### config.mk
export PLATFORM = sky130hd
export DESIGN_NAME = dmem_store_responder
export DESIGN_NICKNAME = d
export VERILOG_FILES = /design/src/rtl/dmem_resp_pkg.sv /design/src/rtl/sync_fifo.sv /design/src/rtl/dmem_store_responder.sv
export SDC_FILE = /design/constraint.sdc
export NUM_CORES = 2
export LEC_CHECK = 0
export CELL_PAD_IN_SITES_DETAIL_PLACEMENT = 1
export CELL_PAD_IN_SITES_GLOBAL_PLACEMENT = 2
export CORE_AREA = 3 3 469 471
export CTS_CLUSTER_SIZE = 30
export DETAILED_ROUTE_END_ITERATION = 10
export DIE_AREA = 0 0 472 474
export PLACE_DENSITY = 0.87
export SLEW_MARGIN = 20
export SYNTH_ARGS = -nofsm -noshare
export SYNTH_HDL_FRONTEND = slang
export SYNTH_SLANG_ARGS = --single-unit
### constraint.sdc
create_clock -name clk -period 11.1 [get_ports clk]
set_input_delay 2.22 -clock clk [delete_from_list [all_inputs] [get_ports clk]]
set_output_delay 2.22 -clock clk [all_outputs]
set_load 0.01 [all_outputs]
### src/rtl/dmem_resp_pkg.sv
// Shared definitions for the data-store responder.
//   respStatus_e : verdict encoding driven onto the 2-bit status port
//   LOG_ENTRY_W  : width of one store-log entry ({address, data})
package dmem_resp_pkg;

  typedef enum logic [1:0] {
    ST_RUN     = 2'd0,
    ST_PASS    = 2'd1,
    ST_FAIL    = 2'd2,
    ST_TIMEOUT = 2'd3
  } respStatus_e;

  localparam int unsigned LOG_ENTRY_W = 64;

endpackage

### src/rtl/sync_fifo.sv
// Single-clock FIFO with valid/ready pop side.
//   clk, reset       : clock, async active-high reset (empties the FIFO)
//   push, pushData   : write strobe and data; ignored when full unless a pop
//                      happens on the same edge
//   full, empty      : occupancy flags
//   popValid         : head entry present (== !empty)
//   popReady         : consumer accepts the head this cycle
//   popData          : head entry, stable until popped
module sync_fifo #(
  parameter int unsigned WIDTH = 64,
  parameter int unsigned DEPTH = 8
) (
  input  logic             clk,
  input  logic             reset,
  input  logic             push,
  input  logic [WIDTH-1:0] pushData,
  output logic             full,
  output logic             empty,
  output logic             popValid,
  input  logic             popReady,
  output logic [WIDTH-1:0] popData
);

  localparam int unsigned AW = $clog2(DEPTH);

  logic [WIDTH-1:0] mem [DEPTH];
  logic [AW-1:0]    wrPtr;
  logic [AW-1:0]    rdPtr;
  logic [AW:0]      count;
  logic             doPush;
  logic             doPop;

  assign empty    = (count == '0);
  assign full     = (count == (AW+1)'(DEPTH));
  assign popValid = !empty;
  assign popData  = mem[rdPtr];

  // On a full FIFO the pop frees the slot the push writes into.
  assign doPop  = popValid && popReady;
  assign doPush = push && (!full || doPop);

  always_ff @(posedge clk) begin
    if (doPush) mem[wrPtr] <= pushData;
  end

  always_ff @(posedge clk or posedge reset) begin
    if (reset) begin
      wrPtr <= '0;
      rdPtr <= '0;
      count <= '0;
    end else begin
      if (doPush) wrPtr <= wrPtr + 1'b1;
      if (doPop)  rdPtr <= rdPtr + 1'b1;
      if (doPush && !doPop)      count <= count + 1'b1;
      else if (doPop && !doPush) count <= count - 1'b1;
    end
  end

endmodule

### src/rtl/dmem_store_responder.sv
// Responder for the CPU data-store bus: word-addressed data RAM with
// combinational read, memory-mapped TOHOST verdict word, pass/fail/timeout
// verdict FSM and a log of every accepted store drained by the host.
//   clk, reset                  : clock, async active-high reset
//   MemWrite, DataAdr, WriteData: store strobe, byte address, store data
//   ReadData                    : combinational load data
//   done, pass, status          : registered verdict (0 RUN,1 PASS,2 FAIL,3 TIMEOUT)
//   fail_adr                    : address of the store that caused FAIL
//   store_count                 : accepted stores, saturating
//   log_valid/log_ready         : store-log head handshake
//   log_adr, log_data           : store-log head entry
//   log_overflow                : sticky, a log push was dropped
module dmem_store_responder
  import dmem_resp_pkg::*;
#(
  parameter int unsigned DEPTH       = 64,
  parameter int unsigned LOG_DEPTH   = 8,
  parameter logic [31:0] TOHOST_ADDR = 32'd100,
  parameter logic [31:0] PASS_VALUE  = 32'd25,
  parameter int unsigned TIMEOUT     = 1000
) (
  input  logic        clk,
  input  logic        reset,
  input  logic        MemWrite,
  input  logic [31:0] DataAdr,
  input  logic [31:0] WriteData,
  output logic [31:0] ReadData,
  output logic        done,
  output logic        pass,
  output logic [1:0]  status,
  output logic [31:0] fail_adr,
  output logic [15:0] store_count,
  output logic        log_valid,
  input  logic        log_ready,
  output logic [31:0] log_adr,
  output logic [31:0] log_data,
  output logic        log_overflow
);

  localparam int unsigned AW        = $clog2(DEPTH);
  localparam logic [31:0] RAM_BYTES = 32'(DEPTH * 4);
  localparam logic [31:0] WDOG_LAST = 32'(TIMEOUT - 1);

  logic [31:0] ram [DEPTH];

  respStatus_e stateQ, stateNext;
  logic [31:0] failAdrQ, failAdrNext;
  logic [31:0] wdogQ, wdogNext;
  logic [31:0] tohostQ, tohostNext;

  logic accepted, isTohost, aligned, inRange, ramWe;
  logic logFull, logEmpty;
  logic [LOG_ENTRY_W-1:0] logHead;

  assign accepted = MemWrite && (stateQ == ST_RUN);
  assign isTohost = (DataAdr == TOHOST_ADDR);
  assign aligned  = (DataAdr[1:0] == 2'b00);
  assign inRange  = (DataAdr < RAM_BYTES);
  // TOHOST decode takes priority even when it falls inside the RAM window.
  assign ramWe    = accepted && aligned && inRange && !isTohost;

  always_comb begin
    stateNext   = stateQ;
    failAdrNext = failAdrQ;
    wdogNext    = wdogQ;
    tohostNext  = tohostQ;
    unique case (stateQ)
      ST_RUN: begin
        // A verdict-giving store beats a watchdog expiring on the same edge.
        if (accepted && isTohost) begin
          tohostNext = WriteData;
          if (WriteData == PASS_VALUE) begin
            stateNext = ST_PASS;
          end else begin
            stateNext   = ST_FAIL;
            failAdrNext = DataAdr;
          end
        end else if (accepted && !ramWe) begin
          stateNext   = ST_FAIL;
          failAdrNext = DataAdr;
        end else if (wdogQ == WDOG_LAST) begin
          stateNext = ST_TIMEOUT;
        end else begin
          wdogNext = wdogQ + 32'd1;
        end
      end
      default: ;
    endcase
  end

  always_ff @(posedge clk or posedge reset) begin
    if (reset) begin
      stateQ       <= ST_RUN;
      failAdrQ     <= '0;
      wdogQ        <= '0;
      tohostQ      <= '0;
      done         <= 1'b0;
      pass         <= 1'b0;
      store_count  <= '0;
      log_overflow <= 1'b0;
    end else begin
      stateQ   <= stateNext;
      failAdrQ <= failAdrNext;
      wdogQ    <= wdogNext;
      tohostQ  <= tohostNext;
      done     <= (stateNext != ST_RUN);
      pass     <= (stateNext == ST_PASS);
      if (accepted && store_count != 16'hFFFF) store_count <= store_count + 16'd1;
      if (accepted && logFull && !log_ready) log_overflow <= 1'b1;
    end
  end

  always_ff @(posedge clk) begin
    if (ramWe) ram[DataAdr[AW+1:2]] <= WriteData;
  end

  always_comb begin
    ReadData = '0;
    if (isTohost)     ReadData = tohostQ;
    else if (inRange) ReadData = ram[DataAdr[AW+1:2]];
  end

  assign status   = stateQ;
  assign fail_adr = failAdrQ;

  sync_fifo #(
    .WIDTH (LOG_ENTRY_W),
    .DEPTH (LOG_DEPTH)
  ) uLog (
    .clk      (clk),
    .reset    (reset),
    .push     (accepted),
    .pushData ({DataAdr, WriteData}),
    .full     (logFull),
    .empty    (logEmpty),
    .popValid (log_valid),
    .popReady (log_ready),
    .popData  (logHead)
  );

  assign log_adr  = logHead[63:32];
  assign log_data = logHead[31:0];

  logic unusedEmpty;
  assign unusedEmpty = logEmpty;

endmodule

Word-level counts from Yosys, hierarchy flattened
Memory sizes are Yosys's and may differ from the RTL's.
Cells that the tools add are included.
- $add $sub $neg: 6
- $lt $le $gt $ge: 1
- equal/unequal tests: 7
- multiplexer cells: 16
- bitwise logic cells: 3
- reduce and logical (&&, ||, !) cells: 30
- operator list (operator ; number):
    2-to-1 mux 32 bit ; 5
    adder 32 x 1 -> 32 bit, second input constant ; 1
    == test 32 x 10 -> 1 bit, second input constant ; 1
    == test 32 x 5 -> 1 bit, second input constant ; 1
    == test 32 x 7 -> 1 bit, second input constant ; 1
    < comparator 32 x 9 -> 1 bit, second input constant ; 1
    adder 16 x 1 -> 16 bit, second input constant ; 1
    != test 16 bit, second input constant ; 1
    logical AND 1 bit ; 13
    2-to-1 mux 2 bit ; 5
    2-to-1 mux 4 bit ; 2
    logical NOT 1 bit ; 7
    adder 3 x 1 -> 3 bit, second input constant ; 2
    nonzero test 2 bit ; 3
    adder 4 x 1 -> 4 bit, second input constant ; 1
    == test 4 bit, second input constant ; 1
    logical NOT 2 bit ; 2
    logical NOT 4 bit ; 1
    2-to-1 mux 1 bit ; 4
    AND reduction 4 bit ; 1
    subtractor 4 x 1 -> 4 bit, second input constant ; 1
    NOT 1 bit ; 3
    AND reduction 3 bit ; 1
    == test 2 x 1 -> 1 bit, second input constant ; 1
    other kinds (3) ; 3
- bits in registers: 127
- RAM bits: 2560
- input port bits: 68
- output and inout bits: 150
- logic and storage cells: 76
- memories kept: 2
- memories (name ; words ; bits a word ; read ports ; clocked after Yosys merged registers in ; write ports ; line ; text):
    ram ; 64 ; 32 ; 1 ; 0 ; 1 ; dmem_store_responder.sv:44 ; logic [31:0] ram [DEPTH];
    uLog.mem ; 8 ; 64 ; 1 ; 0 ; 1 ; sync_fifo.sv:26 ; logic [WIDTH-1:0] mem [DEPTH];

Longest topological paths before layout
- depth in word-level cells: 11
- depth in mapped cells: 12
- mapped depth without buffers: 12

By module
A second synthesis with hierarchy kept.
- cell total of the unflattened synthesis: 5431
- area total of the unflattened synthesis: 103725.7 sq um
- modules (own cells, without submodules) (module ; times used ; cells an instance ; area an instance (sq um) ; seq. area each (sq um)):
    dmem_store_responder ; 1 ; 4629 ; 83870.4 ; 64426.8
    sync_fifo ; 1 ; 802 ; 19855.3 ; 15625.0

Worst setup path after synthesis
No wires, ideal clock.
- path type: input to register
- start: input MemWrite
- end: memory uLog.mem[2][0], enable pin
- library setup time: 666 ps
- arrival: 9615 ps
- required time: 10434 ps
- slack: 819 ps
- stages on the path: 4
- buffers on the path: 0
- cells stage by stage: inv_1 > nor3_1 > nand2_1 > nor4b_1
- longest elaborated chain between the ends: 4
- ends and longest elaborated chain (element ; line ; text):
    start: declaration ; dmem_store_responder.sv:24 ; input logic MemWrite,
    logical AND 1 bit ; dmem_store_responder.sv:55 ; assign accepted = MemWrite && (stateQ == ST_RUN);
    logical AND 1 bit ; sync_fifo.sv:40 ; assign doPush = push && (!full || doPop);
    2-to-1 mux 1 bit ; sync_fifo.sv:43 ; if (doPush) mem[wrPtr] <= pushData;
    2-to-1 mux 1 bit (implied by the code) ; sync_fifo.sv:43 ;
    end: declaration ; sync_fifo.sv:26 ;
Every way passes these cells.

Worst setup path after layout
- start: input DataAdr[11]
- end: output ReadData[22]
- longest elaborated chain between the ends: 3
- ends and longest elaborated chain (element ; line ; text):
    start: declaration ; dmem_store_responder.sv:25 ; input logic [31:0] DataAdr,
    < comparator 32 x 9 -> 1 bit ; dmem_store_responder.sv:58 ; assign inRange = (DataAdr < RAM_BYTES);
    2-to-1 mux 32 bit ; dmem_store_responder.sv:120 ; else if (inRange) ReadData = ram[DataAdr[AW+1:2]];
    2-to-1 mux 32 bit (*) ; dmem_store_responder.sv:119 ; if (isTohost) ReadData = tohostQ;
    end: declaration ; dmem_store_responder.sv:27 ; output logic [31:0] ReadData,
Mark *: on every way between the ends. The rest lies on a longest branch, timed or not.

==> flow_summary.json <==
{
  "clk_latency_ns": 0.95,
  "fin_crit_sh_pct": 85.3,
  "report.final.hold_viol_count": 0,
  "leakagePower_uw": 0.0378,
  "numCtsBuffers": 279,
  "setup_slack_ns": 1.63,
  "place_ws_ns": 1.84,
  "grt_pass1_vias": 63600,
  "worst-slew-pin-transition_ns": 1.34,
  "cts_root_buffer": "clkbuf_16",
  "htree_levels": 5,
  "critPathArrivalTime_ns": 7.25,
  "drive_gt1_share_pct": 22.3,
  "syn2layout_area_growth_pct": 14.4,
  "core_area_um2": 217000,
  "wl_per_cell_um": 42.0,
  "worstSetupPathType": "primary input to output port",
  "p_sw_share_pct": 23.8,
  "totalWireLength_um": 372000,
  "synth_top_family_by_area": "multiplexers",
  "viasPerCell": 7.14,
  "muxShareOfSynthArea_pct": 11.2,
  "synth_seq_area_share_pct": 77.2,
  "clkTransAtPathRegs_ns": 0.06,
  "antenna_found_initial": 39,
  "synth_xor_xnor_area_share_pct": 0.448,
  "die_w_um": 472,
  "ios": 218,
  "dieArea_um2": 224000,
  "start_util_pct": 47.9,
  "grt_max_degree": 108,
  "layout.nets": 5886,
  "outcome": "finished, final reports clean",
  "gp_congestion": 0.955,
  "portBuffers": 217,
  "antenna_left": 0,
  "internal_power_uw": 17300,
  "fmax_ghz": 0.106,
  "cts_sinks": 2687,
  "placed_area_um2": 110000,
  "synth_edf_count": 2560,
  "cts_resized": 0,
  "ys.flop_type": "edfxtp_1",
  "post-cts-setup-buffers": 0,
  "rows": 171,
  "setup_viol": 0,
  "startpoint_type": "primary input",
  "cp_max_fo": 12,
  "switchingPower_uw": 5410,
  "comb_power_share_pct": 11.5,
  "syn_inst": 5378,
  "hold_class": "flop to flop",
  "final_cell_area_um2": 119000,
  "tns_ns": 0,
  "crit_required_ns": 8.88,
  "cts_tree": "done",
  "drv_slew": 0,
  "synth.avg_cell_area_um2": 19.3,
  "synthAdderAreaFrac_pct": 0.104,
  "vias": 63300,
  "slew_headroom_pct": 9.74,
  "grt_usage_pct": 32.8,
  "drtIter0Drc": 12500,
  "grt_pass1_wl_um": 512000,
  "synth_compound_area_share_pct": 6.53,
  "yosysUniqueCellTypes": 84,
  "fin_crit_ns": 9.47,
  "seqPwrFrac_pct": 49.4,
  "postCtsHoldBufs": 0,
  "die_y_um": 474,
  "drt-pass1-iter-count": 8,
  "drc": 0,
  "max_cap_viol_count": 0,
  "ir_drop_mv": 0.227,
  "nFillCells": 19000,
  "endpoint_kind": "output port",
  "yosys.area_share.simple_pct": 2.59,
  "skew_ns": 0.0578,
  "clock_power_share_pct": 39.1,
  "synth_area_um2": 104000,
  "cts_buffer_depth": 4,
  "synth_seq_cells": 2687,
  "power_density_nw_per_um2": 192,
  "synthArstFlopShare_pct": 4.73,
  "place_hpwl_um": 212000,
  "grt-ovfl-total": 0,
  "synth_warnings": 0,
  "rsz0062_at_grt": "false"
}
==> per-layer routing <==
layer  part of all wire [%]  GRT usage [%]  wire, um  vias to the layer above
li1                       -              -         -                    23100
met5                  0.099          0.433       370                        -
met3                     15           12.2     56300                     1614
met2                     44           48.3    163000                     6228
met4                    7.9           21.1     29300                       34
met1                     33           41.0    123000                    32300
==> path summary, 6_finish.rpt <==
check	start	to	slack (ns)	depth (start not counted)
max	DataAdr[11]	ReadData[22]	1.63	10
min	wdogQ[31]	wdogQ[31]	0.47	1
max reg2reg	status[1]	ram[2][15]	5.83	7
min reg2reg	wdogQ[31]	wdogQ[31]	0.47	1
max in group asynchronous	reset	tohostQ[5]	7.76	3
min in group asynchronous	reset	status[1]	1.86	2
==> synth_stat cells, types with 16 or more instances <==
library cell  number  area (um^2)
a211oi_1          37          278
a21oi_1          121          606
a221oi_1          30          263
a22o_1            19          166
a22oi_1           68          510
a32o_1            27          270
and3_1            19          119
buf_1             37          139
buf_2            115          576
buf_4             46          345
buf_6             37          417
clkbuf_1         102          383
dfrtp_1          127         3180
edfxtp_1        2560        76900
mux2_2           281         3160
mux2i_1          165         1650
mux4_2           299         6730
nand2_1          160          601
nand3_1           38          190
nand4_1           25          156
nor2_1           144          541
nor2b_1           18          113
nor3_1            44          220
nor4_1            38          238
o21ai_0          128          641
o221ai_1         152         1330
o22a_1            16          140
o22ai_1          263         1650
xnor2_1           49          429
==> cell families (layout without fill, tap and decap cells) <==
family          Yosys count  in the layout
flops                  2687           2687
compound gates          966            966
mux                     751            751
simple gates            552            552
buf+inv                 360            946
xor+xnor                 53             53
fa+ha+maj                 8              8
other cells               1             46
==> area by class of cell <==
cell class	count	area (um^2)	area share, %
multi-input cells	2362	22500	19.0
diodes	14	35.0	0.0295
flip-flops and latches	2687	80100	67.5
inverters	17	75.1	0.0633
clock inverters	100	776	0.654
repair buffers	463	4050	3.42
well taps	2854	3570	3.01
clock buffers	366	7550	6.36
==> stage by stage <==
| step | power, uW | hold WS [ns] | cells | utilization (%) |
|---|---|---|---|---|
| 2_1_floorplan | 12800 | 0.445 | 5409 | - |
| 3_3_place_gp | 13900 | 0.461 | 8378 | 50.9 |
| 3_5_place_dp | 14000 | 0.470 | 8380 | 50.9 |
| 4_1_cts | 22700 | 0.478 | 8846 | 54.7 |
| 5_1_grt | 23300 | 0.501 | 8851 | 54.8 |
| 6_report | 22700 | 0.471 | 8863 | 54.8 |
==> power groups by stage <==
stage	Sequential [uW]	Combinational (uW)	Clock (uW)
after floorplan	11400	1420	0
after global placement	11400	2460	0
after detailed placement	11500	2530	0
after CTS	11200	2560	8890
after global routing	11200	2700	9320
final	11200	2610	8880
==> worst max-delay path: stages <==
cell             delay (ns)
clkdlybuf4s50_1        0.61
nor4_1                 0.61
nand4_1                0.43
nor2_4                 0.73
nand2_1                0.17
buf_4                  0.28
nor3_1                 1.10
buf_4                  0.28
a32o_1                 0.24
clkdlybuf4s50_1        0.56
==> sequential cells by signal (all words and copies together) (netlist names) <==
| signal | flops |
|---|---|
| done | 1 |
| fail_adr | 32 |
| log_overflow | 1 |
| pass | 1 |
| ram | 2048 |
| status | 2 |
| store_count | 16 |
| tohostQ | 32 |
| uLog.count | 4 |
| uLog.mem | 512 |
| uLog.rdPtr | 3 |
| uLog.wrPtr | 3 |
| wdogQ | 32 |
==> placed cells by master, fill, tap and decap left out, drive strengths merged, types with 30 or more instances in the layout <==
cell type and count:
a211oi 37, a21oi 121, a221oi 30, a22oi 68
buf 280, clkbuf 368, clkdlybuf4s50 181, clkinv 83
conb 32, dfrtp 127, edfxtp 2560, mux2 285
mux2i 165, mux4 301, nand2 162, nand3 38
nor2 145, nor3 46, nor4 38, o21ai 128
o221ai 152, o22ai 263, xnor2 49
(Power assumes the default switching activity.)
